===== config.mk =====
export PLATFORM = sky130hd
export DESIGN_NAME = baud_gen_frac
export DESIGN_NICKNAME = d
export VERILOG_FILES = /design/src/rtl/baud_gen_frac.sv
export SDC_FILE = /design/constraint.sdc
export NUM_CORES = 1
export LEC_CHECK = 0
export CORE_MARGIN = 4
export CORE_UTILIZATION = 40
export CTS_CLUSTER_DIAMETER = 150
export CTS_CLUSTER_SIZE = 28
export DETAILED_ROUTE_END_ITERATION = 10
export PLACE_DENSITY_LB_ADDON = 0.1
export SLEW_MARGIN = 10
export SYNTH_ARGS = -nofsm -noshare
export SYNTH_HDL_FRONTEND = slang
export SYNTH_SLANG_ARGS = --single-unit

===== constraint.sdc =====
create_clock -name clk -period 11.3 [get_ports clk]
set_input_delay 2.26 -clock clk [delete_from_list [all_inputs] [get_ports clk]]
set_output_delay 2.26 -clock clk [all_outputs]
set_load 0.03 [all_outputs]

===== src/rtl/baud_gen_frac.sv =====
// Fractional baud-rate generator.
// A prescaler divides clk by act_int + act_frac/2^FRAC_W using a first-order
// fractional accumulator, giving oversample ticks. Every OVERSAMPLE ticks
// produces a bit tick, and the tick halfway through each bit produces a mid tick.
// Divisor writes are staged in a shadow register. They take effect at the next
// interval boundary or phase_clr, so no interval is ever cut short.
module baud_gen_frac #(
    parameter int FRE          = 50_000_000,
    parameter int OVERSAMPLE   = 16,
    parameter int INT_W        = 16,
    parameter int FRAC_W       = 4,
    parameter int DEF_DIV_INT  = 325,
    parameter int DEF_DIV_FRAC = 8
) (
    input  logic              clk,
    input  logic              reset,
    input  logic              en,
    input  logic              phase_clr,
    input  logic              div_wr,
    input  logic [INT_W-1:0]  div_int,
    input  logic [FRAC_W-1:0] div_frac,
    output logic              os_tick,
    output logic              mid_tick,
    output logic              bit_tick,
    output logic              div_pending,
    output logic              cfg_err
);

    localparam int OS_W  = $clog2(OVERSAMPLE);
    localparam int LIM_W = INT_W + 1;
    localparam logic [OS_W-1:0] MID_CNT = OS_W'(OVERSAMPLE / 2);

    // Parameter sanity checks, evaluated at elaboration only.
    if (OVERSAMPLE < 4 || (OVERSAMPLE & (OVERSAMPLE - 1)) != 0) begin : g_bad_os
        $error("baud_gen_frac: OVERSAMPLE must be a power of 2 and >= 4");
    end
    if (DEF_DIV_INT < 2) begin : g_bad_def
        $error("baud_gen_frac: DEF_DIV_INT must be >= 2");
    end
    if (FRE < 2 * OVERSAMPLE) begin : g_bad_fre
        $error("baud_gen_frac: FRE too low for the requested OVERSAMPLE");
    end

    // Active and shadow divisor.
    logic [INT_W-1:0]  act_int, sh_int;
    logic [FRAC_W-1:0] act_frac, sh_frac;
    logic              pending;

    // Prescaler state.
    logic [LIM_W-1:0]  lim, pcnt;
    logic [FRAC_W-1:0] acc;
    logic [OS_W-1:0]   os_cnt;

    // Registered outputs.
    logic os_q, mid_q, bit_q, err_q;

    // Combinational helpers.
    logic              boundary;
    logic              wr_ok;
    logic              apply;
    logic [INT_W-1:0]  eff_int;
    logic [FRAC_W-1:0] eff_frac;
    logic [FRAC_W:0]   acc_sum;
    logic [OS_W-1:0]   os_nxt;

    // Boundary detect, write qualification and the divisor used for the next interval.
    // A shadow value is applied only when it was pending before this edge, so a
    // boundary coinciding with the write still uses the old divisor.
    always_comb begin
        boundary = en && !phase_clr && (pcnt == lim - LIM_W'(1));
        wr_ok    = div_wr && (div_int >= INT_W'(2));
        apply    = pending && (boundary || phase_clr);
        eff_int  = apply ? sh_int  : act_int;
        eff_frac = apply ? sh_frac : act_frac;
        acc_sum  = {1'b0, acc} + {1'b0, eff_frac};
        os_nxt   = os_cnt + OS_W'(1);
    end

    // Shadow/active divisor registers and the pending flag.
    always_ff @(posedge clk or negedge reset) begin
        if (!reset) begin
            act_int  <= INT_W'(DEF_DIV_INT);
            act_frac <= FRAC_W'(DEF_DIV_FRAC);
            sh_int   <= INT_W'(DEF_DIV_INT);
            sh_frac  <= FRAC_W'(DEF_DIV_FRAC);
            pending  <= 1'b0;
        end else begin
            if (apply) begin
                act_int  <= sh_int;
                act_frac <= sh_frac;
            end
            if (wr_ok) begin
                sh_int  <= div_int;
                sh_frac <= div_frac;
            end
            // A write landing on an apply edge stays pending for the next event.
            if (wr_ok) begin
                pending <= 1'b1;
            end else if (apply) begin
                pending <= 1'b0;
            end
        end
    end

    // Prescaler, fractional accumulator and oversample counter.
    always_ff @(posedge clk or negedge reset) begin
        if (!reset) begin
            pcnt   <= '0;
            acc    <= '0;
            os_cnt <= '0;
            lim    <= LIM_W'(DEF_DIV_INT);
        end else if (phase_clr) begin
            // Realign: the first interval is the bare integer divisor, no carry.
            pcnt   <= '0;
            acc    <= '0;
            os_cnt <= '0;
            lim    <= {1'b0, eff_int};
        end else if (en) begin
            if (boundary) begin
                pcnt   <= '0;
                acc    <= acc_sum[FRAC_W-1:0];
                os_cnt <= os_nxt;
                lim    <= {1'b0, eff_int} + {{INT_W{1'b0}}, acc_sum[FRAC_W]};
            end else begin
                pcnt <= pcnt + LIM_W'(1);
            end
        end
    end

    // One-cycle tick and error pulses, registered off the boundary edge.
    always_ff @(posedge clk or negedge reset) begin
        if (!reset) begin
            os_q  <= 1'b0;
            mid_q <= 1'b0;
            bit_q <= 1'b0;
            err_q <= 1'b0;
        end else begin
            os_q  <= boundary;
            mid_q <= boundary && (os_nxt == MID_CNT);
            bit_q <= boundary && (os_nxt == '0);
            err_q <= div_wr && !wr_ok;
        end
    end

    assign os_tick     = os_q;
    assign mid_tick    = mid_q;
    assign bit_tick    = bit_q;
    assign div_pending = pending;
    assign cfg_err     = err_q;

endmodule


## Yosys cells after proc, flatten, opt, wreduce, memory -nomap -nowiden

Cells that the tools add are included.

- Output and inout port bits: 5
- Flip-flop bits (word level): 87
- Word-level logic and storage cells: 52
- Input bits: 25

- Magnitude comparators: 1
- Muxes and demuxes: 16
- Reduce and logical (&&, ||, !) cells: 15
- Add/subtract/negate cells: 5
- Eq/ne operators: 2

Operators by type and width:

| cell | count |
|---|---|
| $mux W17 | 6 |
| $mux W4 | 7 |
| $add A16 B1 Y17 | 1 |
| $add A17 B1 Y17 const B | 1 |
| $eq A17 B17 Y1 | 1 |
| $sub A17 B1 Y17 const B | 1 |
| $ge A16 B2 Y1 const B | 1 |
| $mux W16 | 1 |
| $logic_and A1 B1 Y1 | 7 |
| $reduce_bool A2 Y1 | 3 |
| $add A4 B4 Y5 | 1 |
| $add A4 B1 Y4 const B | 1 |
| $eq A4 B4 Y1 const B | 1 |
| $logic_not A4 Y1 | 1 |
| $logic_not A1 Y1 | 2 |
| $mux W1 | 2 |
| $reduce_and A2 Y1 | 1 |
| $logic_or A1 B1 Y1 | 1 |

## Longest topological paths before layout

Gate-level depths: netlist of run 1.

- Depth in word-level cells: 11
- Depth in mapped cells: 25
- Mapped depth without buffers: 24

## Least setup slack after synthesis of run 1

No wires, ideal clock.

- Path type: input to register
- Start point: input en
- End point: register lim[15]
- Stages on the path: 23
- Data arrival time: 6.352 ns
- Slack: 4.870 ns
- Data required time: 11.223 ns
- Path through: clkbuf_1 nand4_1 nor3_1 o2111ai_1 nor3_1 a21oi_4 buf_2 mux2_1 ha_1 inv_1 fa_1 nor2b_1 o21ai_0 nand2b_1 ha_1 nand4_1 nor3b_1 and3_1 nand3_1 xor2_1 nand2_1 o21ai_0 a21oi_1

- Longest elaborated chain between the ends: 10
- Elaborated cells on any way between the ends: 14

RTL lines:

| what | RTL line | text |
|---|---|---|
| from (decl) | 17 | `input logic en,` |
| $logic_and A1 B1 Y1 (2 in series) | 70 | `boundary = en && !phase_clr && (pcnt == lim - LIM_W'(1));` |
| $logic_or A1 B1 Y1 | 72 | `apply = pending && (boundary \|\| phase_clr);` |
| $logic_and A1 B1 Y1 | 72 |  |
| $mux W4 | -- |  |
| named net eff_frac[0] | 62 | `logic [FRAC_W-1:0] eff_frac;` |
| $add A4 B4 Y5 | 75 | `acc_sum = {1'b0, acc} + {1'b0, eff_frac};` |
| $add A16 B1 Y17 | 123 | `lim <= {1'b0, eff_int} + {{INT_W{1'b0}}, acc_sum[FRAC_W]};` |
| $mux W17 | 119 | `if (boundary) begin` |
| $mux W17 | 118 | `end else if (en) begin` |
| $mux W17 | 112 | `end else if (phase_clr) begin` |
| to (signal assigned) | 111 | `lim <= LIM_W'(DEF_DIV_INT);` |
| to (signal assigned) | 117 | `lim <= {1'b0, eff_int};` |
| to (signal assigned) | 123 |  |
| to (decl) | 50 | `logic [LIM_W-1:0] lim, pcnt;` |

The timed path passes the listed nets, and every way through them passes these cells. The select of a mux whose other input is x is not followed.
A chain may end at the register's enable or synchronous reset.

## Worst setup path after layout of run 1

- Start point: input phase_clr
- End point: register lim[15]

- Longest elaborated chain between the ends: 11
- Elaborated cells on any way between the ends: 15

RTL lines:

| what | RTL line | text |
|---|---|---|
| from (decl) | 18 | `input logic phase_clr,` |
| $logic_not A1 Y1 | 70 |  |
| $logic_and A1 B1 Y1 (2 in series) | 70 |  |
| $logic_or A1 B1 Y1 (*) | 72 |  |
| $logic_and A1 B1 Y1 (*) | 72 |  |
| $mux W4 (*) | -- |  |
| named net eff_frac[0] | 62 |  |
| $add A4 B4 Y5 (*) | 75 |  |
| $add A16 B1 Y17 (*) | 123 |  |
| $mux W17 (*) | 119 |  |
| $mux W17 (*) | 118 |  |
| $mux W17 (*) | 112 |  |

Mark *: on every way through the listed nets, which the timed path passes. The rest lies on a longest branch. The select of a mux whose other input is x is not followed.

==> metrics.txt, run 1 <==
ys async rst share=1.000; Die Y=118.7 um; maximum level of the CTS H-tree=3; initial core utilization=0.4083; startpoint types=input port; Reg-to-Reg Start=lim[1]$_DFFE_PN0P_; Site Rows=40; Num CTS Buffers=9; ranking of synthesized cells by area=dfrtp_1 37%, dfstp_2 7.5%, mux2_1 6.9%; Internal Pwr Total=635.1 uW; root buf cell=clkbuf_16; mapped cell area=0.004905 mm^2; setup TNS=0 ns; Core ar.=roughly 0.012 mm^2; max-cap violations=0; final antenna-violating net count=0; top cell family by delay on the critical path=simple AND/OR/NAND/NOR gates; Synthesized Nets=525; # diodes=0; simple-gate share of the synthesized area=0.2059; FF-to-FF End=lim[15]$_DFFE_PN0P_; PD cells=152.4 mW/mm^2; cts hold-fix bufs=0; combinational fraction of design power=0.149; CP Depth=24; number of vias per cell=5.413; Num Clock Sinks=87; Final period util=0.6385; Largest stage delay, worst path=0.64 ns; drt total wl=about 11000 um; Yosys top cell by area=dfrtp_1; synthesized instance count=488; uppermost routed layer=met4; Post-Synth Adder-Cell Area=0.03214; initial antenna violation count=0; worst hold stages=1; Final Wtd Congestion=0.8259; Sw Ratio=0.2662; Critical-path top delay cell=nor3_1; share of layout cells above drive strength 1=0.1021; Crit. End Element=register; Yosys reg bits=87; Yosys top cell area share=0.3724; WL per Instance=between 15 and 20 um; CTS tree=done; Post-synth EDFFs=0; Synth top cells by count=73 x dfrtp_1, 42 x nor2_1, 40 x nand2_1, 31 x xnor2_1, 30 x mux2_1; CP Buf/Inv Count=5; clock tree buffer depth=2; routed vias=3605; Data required, critical path=11.53 ns; vias in the first global route=3707; Worst EP arrival=7.44 ns; setup repair bufs after CTS=0; post-synthesis mux area share=0.1020; Max VDD drop=0.1202 mV; clk_skew=between 0.007 and 0.008 ns; sw power=230.4 uW; largest net degree at the start of global routing=61; Buffers on Ports=29; Area Growth Syn to Fin=15.77%; status=finished, final reports clean; Flop pwr share=0.450; drt first pass iters=4; clock share of power=0.401; DP Wirelength=8123 um; setup slack, reg-to-reg=5.36 ns; Hold Path Sink=sh_frac[1]$_DFFE_PN0P_; Setup Crit Path Kind=in2reg; total gr overflow=0; DIE AREA=0.01410 mm^2; Synth Area in XOR/XNOR=0.09643; Ys Warns=0; cts repair resizes=0; worst-path maximum fanout=36; Die Wd=118.7 um; headroom to the max-slew limit=0.3520; drt first-iter violations=191; Cell variety after synth=62; drt drc=0; Placed Area=approximately 0.0053 mm^2; Leakage=about 2.4 nW; Layout Utilization=0.4727; Fmax=138.6 MHz; critical-path cell list=clkdlybuf4s50_1, buf_4, inv_2, nand4_1, nor3_1, o2111ai_1, nor3_1, a21oi_4, buf_4, mux2_1, ha_1, inv_1, fa_1, nor2b_1, o21ai_0, nand2b_1, ha_1, nand4_1, nor3b_1, and3_1, nand3_1, xnor2_1, o21ai_0, a21oi_1; unrepaired setup endpoints after global routing=no; largest family of logic cells by synthesized area=simple AND/OR/NAND/NOR gates; max-slew violations=0; worst slew pin tran=0.9720 ns; Hold Violations, Final=0; Final #Nets=551; wire length on met2=approximately 5000 um; clock slew at reported path FFs=0.07 ns; Final setup viols=0; Hold Path Class=reg2reg; first-pass GRT wire length=18940 um; syn avg cell area=10.05 um^2; num ports=30; hold path start=sh_frac[1]$_DFFE_PN0P_; R2R cell count=24; most frequent cell after synthesis=dfrtp_1; Met3 Routed Length=approximately 380 um; design area=about 0.0057 mm^2; Synth Flop Type=dfrtp_1; Metal-1 WL=~5400 um; Seq/Total Area, Yosys=0.4474; min Tclk post-route=7.215 ns; Synth Area in Compound Gates=0.08571; Worst-Skew Late Latency=about 0.35 ns; Total GRT Usage=0.1671
## power by group through the flow
stage	clock network (mW)	registers (mW)	logic, mW
finish	0.347	0.390	0.129
global route	0.368	0.395	0.145
CTS	0.356	0.389	0.131
detailed placement	0	0.395	0.130
global placement	0	0.394	0.128
floorplan	0	0.378	0.0988
## layout by cell type, fill, tap and decap left out, types with 5 or more instances in the layout
cell type / Yosys / layout
a21oi_1: 12 / 12
and3_1: 17 / 17
and4_1: 5 / 5
buf_4: 0 / 6
clkbuf_16: 0 / 9
clkdlybuf4s50_1: 0 / 28
dfrtp_1: 73 / 73
dfstp_2: 14 / 14
ha_1: 11 / 11
inv_1: 13 / 13
mux2_1: 30 / 30
mux2_2: 6 / 6
mux2i_1: 8 / 8
nand2_1: 40 / 40
nand3_1: 24 / 24
nand4_1: 10 / 10
nor2_1: 42 / 42
nor2b_1: 5 / 5
nor3_1: 15 / 15
nor4_1: 10 / 10
o21ai_0: 7 / 7
o21ai_1: 14 / 13
xnor2_1: 31 / 31
xor2_1: 23 / 23
## cell families after synthesis
family / count (synthesis)
xor+xnor: 54
fa+ha+maj: 12
compound gates: 64
mux: 45
buf+inv: 35
flops: 87
simple gates: 191
## sequential cells by signal (all words and copies together), names as in the netlist, 4 cells and up
signal,count
acc,4
os_cnt,4
sh_int,16
sh_frac,4
act_int,16
act_frac,4
pcnt,17
lim,17
## cell type report
type	instances	area, um^2
multi-input cells	366	2565
well taps	147	183.9
clock buffers	11	242.7
fillers	1119	6334
inverters	16	60.06
clock inverters	5	106.4
repair buffers	34	325.3
flip-flops and latches	87	2195
## per-stage QoR
stage / std cells / total power [mW] / setup slack, ns / hold slack (ns)
finish: 666 / 0.8655 / 4.085 / 0.4931
global route: 666 / 0.9081 / 3.574 / 0.5094
CTS: 666 / 0.8759 / 4.033 / 0.4921
detailed placement: 650 / 0.5246 / 3.707 / 0.4758
global placement: 650 / 0.5212 / 3.917 / 0.4696
floorplan: 488 / 0.4768 / 4.871 / 0.4503
## metal layers
layer  vias up  track usage
met1      1739       0.2279
met5         -            0
met2        62       0.2561
li1       1786            -
met4         0      0.05503
met3        18      0.04737
## worst max-delay path by stage
| stage | startpoint | endpoint | slack (ns) |
|---|---|---|---|
| after floorplan | en | lim[15]$_DFFE_PN0P_ | 4.87 |
| after global placement | phase_clr | lim[15]$_DFFE_PN0P_ | 3.92 |
| after detailed placement | phase_clr | lim[15]$_DFFE_PN0P_ | 3.71 |
| after CTS | phase_clr | lim[15]$_DFFE_PN0P_ | 4.03 |
| after global routing | phase_clr | lim[15]$_DFFE_PN0P_ | 3.57 |
| final | phase_clr | lim[15]$_DFFE_PN0P_ | 4.08 |
(Power assumes the default switching activity.)
==> inputs of run 2 (changes only) <==
- clock period: 11.3 -> 6.3 ns (I/O delays scaled with it)
==> metrics.txt, run 2 (same netlist as run 1, synthesis figures left out) <==
status=finished, final reports clean; Final setup viols=0; routed vias=3628; Worst-Skew Late Latency=0.36 ns; Worst path most repeated cell=ha_1; largest net degree at the start of global routing=between 60 and 70; Hold Path Class=reg2reg; CTS tree=done; Fmax=182.3 MHz; max-cap violations=0; Reg-to-Reg Start=lim[3]$_DFFE_PN0P_; WL per Instance=16.73 um; total gr overflow=0; Total GRT Usage=0.1709; filler cell count=1185; cts hold-fix bufs=0; commonest non-fill, non-tap cell in the layout=dfrtp_1; Data required, critical path=6.58 ns; Crit. End Element=register; worst-path maximum fanout=9; Final Wtd Congestion=0.8252; max-slew violations=0; critical-path cell list=or4_4, or4_4, nor4_2, nor4_4, and3_4, a21oi_4, mux2_1, ha_1, inv_1, fa_1, nor2b_1, o21ai_0, nand2b_1, ha_1, ha_1, and4_1, and4_1, nor2_1, o311ai_1, o21ai_1; Max VDD drop=approximately 0.19 mV; PD cells=256.2 mW/mm^2; Worst EP arrival=a little under 6 ns; Die Y=around 120 um; Core ar.=0.01201 mm^2; worst slew pin tran=approximately 0.94 ns; setup repair bufs after CTS=0; Site Rows=40; hold path start=os_cnt[3]$_DFFE_PN0P_; drt total wl=11190 um; Largest regs=lim (17), pcnt (17); Area Growth Syn to Fin=14.90%; clk_skew=about 0.011 ns; Num CTS Buffers=9; drt drc=0; initial antenna violation count=0; share of layout cells above drive strength 1=0.1073; num ports=30; Leakage=2.394 nW; clock slew at reported path FFs=0.07 ns; startpoint types=register; Num Clock Sinks=87; min Tclk post-route=around 5.5 ns; vias in the first global route=3735; drt first-iter violations=267; Final period util=0.8705; unrepaired setup endpoints after global routing=no; Largest stage delay, worst path=0.61 ns; Setup Crit Path Kind=reg2reg; Storage cell area=0.002195 mm^2; Pwr Total=approximately 1.4 mW; root buf cell=clkbuf_16; final antenna-violating net count=0; DIE AREA=0.01410 mm^2; setup slack, reg-to-reg=~0.8 ns; DP Wirelength=a little over 8000 um; headroom to the max-slew limit=0.3710; most frequent cells in the layout=73 x dfrtp_1, 42 x nor2_1, 40 x nand2_1; Die Wd=118.7 um; maximum level of the CTS H-tree=3; Final #Nets=roughly 550; crit path from=lim[3]$_DFFE_PN0P_; area of the multi-input gates=0.002565 mm^2; setup TNS=0 ns; clock tree buffer depth=2; Buffers on Ports=29; Hold Violations, Final=0; initial core utilization=0.4083; first-pass GRT wire length=19240 um; Critical-path top delay cell=or4_4; number of vias per cell=5.423; cts repair resizes=0; drt first pass iters=4; # diodes=0
run 2: cell types whose count changed in the layout (fill, tap and decap cells not counted), sizes merged:
| cell | before | now |
|---|---|---|
| clkinv | 1 | 2 |
| inv | 16 | 17 |
| buf | 6 | 9 |
| clkinvlp | 1 | 2 |
| bufinv | 3 | 0 |
run 2: path summary, 6_finish.rpt:
kind / end / cells past startpoint
min in group asynchronous: mid_tick$_DFF_PN0_ / 1
setup reg to reg: lim[4]$_DFFE_PN0P_ / 20
max in group asynchronous: act_int[15]$_DFF_PN0_ / 2
hold / removal: os_cnt[3]$_DFFE_PN0P_ / 1
setup / recovery: lim[4]$_DFFE_PN0P_ / 20
hold reg to reg: os_cnt[3]$_DFFE_PN0P_ / 1
run 2: power breakdown:
part           internal (mW)  switching, mW
registers              0.628         0.0722
clock network          0.281          0.233
logic                  0.112          0.119
total                   1.02          0.423
run 2: cell type report:
class,instances,share of cell area
multi-input combinational,366,0.4552
inverter,16,0.01066
tap,147,0.03264
timing repair buffer,37,0.06172
clock buffer,11,0.04307
clock inverter,5,0.007327
sequential,87,0.3894
run 2: routing by layer:
layer | up-vias | global-route usage | share of wire
met5 | - | 0 | 0
met4 | 0 | 0.05069 | 0.012
met3 | 10 | 0.04593 | 0.039
met2 | 62 | 0.2604 | 0.46
met1 | 1762 | 0.2385 | 0.49
li1 | 1794 | - | -
run 2: metrics by stage:
step / cells / worst slack [ns] / instance area (um^2) / hold WS (ns) / util
after CTS: 669 / 0.8153 / 5635 / 0.5045 / 0.4692
after detailed placement: 653 / 0.5589 / 5351 / 0.4877 / 0.4455
final: 669 / 0.8156 / 5635 / 0.5078 / 0.4692
after floorplan: 488 / 0.8705 / 4905 / 0.4503 / -
after global routing: 669 / 0.4682 / 5635 / 0.5254 / 0.4692
after global placement: 653 / 0.6065 / 5351 / 0.4807 / 0.4455
run 2: worst max-delay path: cells and delay by family (launching register included):
| kind | cells | cell delay (ns) |
|---|---|---|
| AO/OA/AOI/OAI | 4 | 0.72 |
| adder cells (fa/ha/maj) | 4 | 0.79 |
| AND/OR/NAND/NOR | 10 | 2.93 |
| buffers and inverters | 1 | 0.07 |
| multiplexers | 1 | 0.38 |
| flip-flops | 1 | 0.51 |
==> inputs of run 3 (changes only) <==
- CAP_MARGIN: not set -> 30
- CORE_UTILIZATION: 40 -> 43
==> metrics.txt, run 3 (same netlist as run 1, synthesis figures left out) <==
share of layout cells above drive strength 1=0.1071; WHS=0.5025 ns; Largest regs=lim (17), pcnt (17); cts hold-fix bufs=0; vias in the first global route=3634; Sw Ratio=0.2731; startpoint types=register; max-cap violations=0; # diodes=0; Hold Violations, Final=0; Final #Nets=555; Crit. End Element=register; routed vias=3614; worst hold stages=1; maximum level of the CTS H-tree=3; Worst-Skew Late Latency=between 0.3 and 0.4 ns; clock share of power=0.383; Final period util=0.8695; Data required, critical path=6.54 ns; setup TNS=0 ns; final antenna-violating net count=0; Flop pwr share=0.463; initial core utilization=0.4466; Placed Area=0.005343 mm^2; Worst EP arrival=5.72 ns; Hold Path Class=reg2reg; sw power=~410 uW; drt total wl=11160 um; filler cell count=1015; unrepaired setup endpoints after global routing=no; Num CTS Buffers=9; clk_skew=~0.0040 ns; DIE AREA=0.01318 mm^2; CTS tree=done; Buffers on Ports=29; initial antenna violation count=0; status=finished, final reports clean; R2R cell count=20; Die Wd=114.8 um; drt drc=0; Area Growth Syn to Fin=15.61%; max-slew violations=0; Reg-to-Reg Start=lim[3]$_DFFE_PN0P_; drt first-iter violations=192; min Tclk post-route=5.478 ns; setup repair bufs after CTS=0; clock tree buffer depth=2; Total GRT Usage=0.1816; worst-path maximum fanout=9; FF-to-FF End=lim[10]$_DFFE_PN0P_; largest net degree at the start of global routing=63; crit path from=lim[3]$_DFFE_PN0P_; drt first pass iters=4; Num Clock Sinks=87; most frequent cells in the layout=73 x dfrtp_1, 42 x nor2_1, 40 x nand2_1; DP Wirelength=roughly 8200 um; Site Rows=38; Hold Path Sink=sh_frac[2]$_DFFE_PN0P_; Final setup viols=0; Pwr Total=1.510 mW; hold path start=sh_frac[2]$_DFFE_PN0P_; design area=0.005670 mm^2; Leakage=2.424 nW; PD cells=266.3 mW/mm^2; WL per Instance=16.83 um; setup slack, reg-to-reg=0.82 ns; Internal Pwr Total=around 1.1 mW; Core ar.=0.01098 mm^2; Die Y=114.8 um; commonest non-fill, non-tap cell in the layout=dfrtp_1; num ports=30; Max VDD drop=about 0.15 mV; Fmax=182.6 MHz; Layout Utilization=0.5163; clock slew at reported path FFs=0.06 ns; Setup Crit Path Kind=reg2reg; first-pass GRT wire length=~19000 um; combinational fraction of design power=0.154; total gr overflow=0; root buf cell=clkbuf_16; cts repair resizes=0; worst slew pin tran=0.7793 ns; number of vias per cell=approximately 5.5; Final Wtd Congestion=0.8573; headroom to the max-slew limit=0.4805
==> run 3: critical path, cell delays in order, from the launching register on <==
cell,delay (ns)
dfrtp_1,0.49
or4_4,0.60
or4_4,0.51
nor4_2,0.40
nor4_4,0.12
and3_4,0.23
a21oi_4,0.23
mux2_1,0.37
ha_1,0.20
inv_1,0.07
fa_1,0.19
nor2b_1,0.06
o21ai_0,0.16
nand2b_1,0.10
ha_1,0.19
ha_1,0.22
and4_1,0.23
and4_1,0.22
nor2_1,0.43
nor3_1,0.11
o31ai_1,0.23
==> run 3: layout make-up <==
cell class	count	area, um^2	area share
clock inverter	4	70.07	0.01236
multi-input combinational	366	2565	0.4523
tap	140	175.2	0.03089
inverter	16	60.06	0.01059
sequential	87	2195	0.3870
timing repair buffer	38	359.1	0.06333
clock buffer	12	246.5	0.04347
==> run 3: through the flow <==
step,setup slack (ns),std cells
floorplan,0.8705,488
global placement,0.6103,646
detailed placement,0.4525,646
CTS,0.7877,662
global route,0.5093,663
finish,0.8223,663
==> run 3: how the worst max path moves through the flow <==
stage | to | slack [ns] | cells after the start
global route | lim[10]$_DFFE_PN0P_ | 0.51 | 20
global placement | lim[10]$_DFFE_PN0P_ | 0.61 | 20
finish | lim[10]$_DFFE_PN0P_ | 0.82 | 20
floorplan | lim[15]$_DFFE_PN0P_ | 0.87 | 23
detailed placement | lim[4]$_DFFE_PN0P_ | 0.45 | 20
CTS | lim[4]$_DFFE_PN0P_ | 0.79 | 20
==> run 3: per-layer routing <==
layer	GRT usage	routed length, um	vias to the layer above
met2	0.2852	5176	68
met1	0.2511	5362	1737
met5	0	0	-
li1	-	-	1798
met4	0.07121	177	0
met3	0.03211	444	11
==> run 3: power groups by stage <==
stage / sequential (mW) / clock [mW] / combinational [mW]
floorplan: 0.678 / 0 / 0.177
global placement: 0.706 / 0 / 0.229
detailed placement: 0.708 / 0 / 0.233
CTS: 0.698 / 0.589 / 0.235
global route: 0.709 / 0.614 / 0.260
finish: 0.699 / 0.579 / 0.233
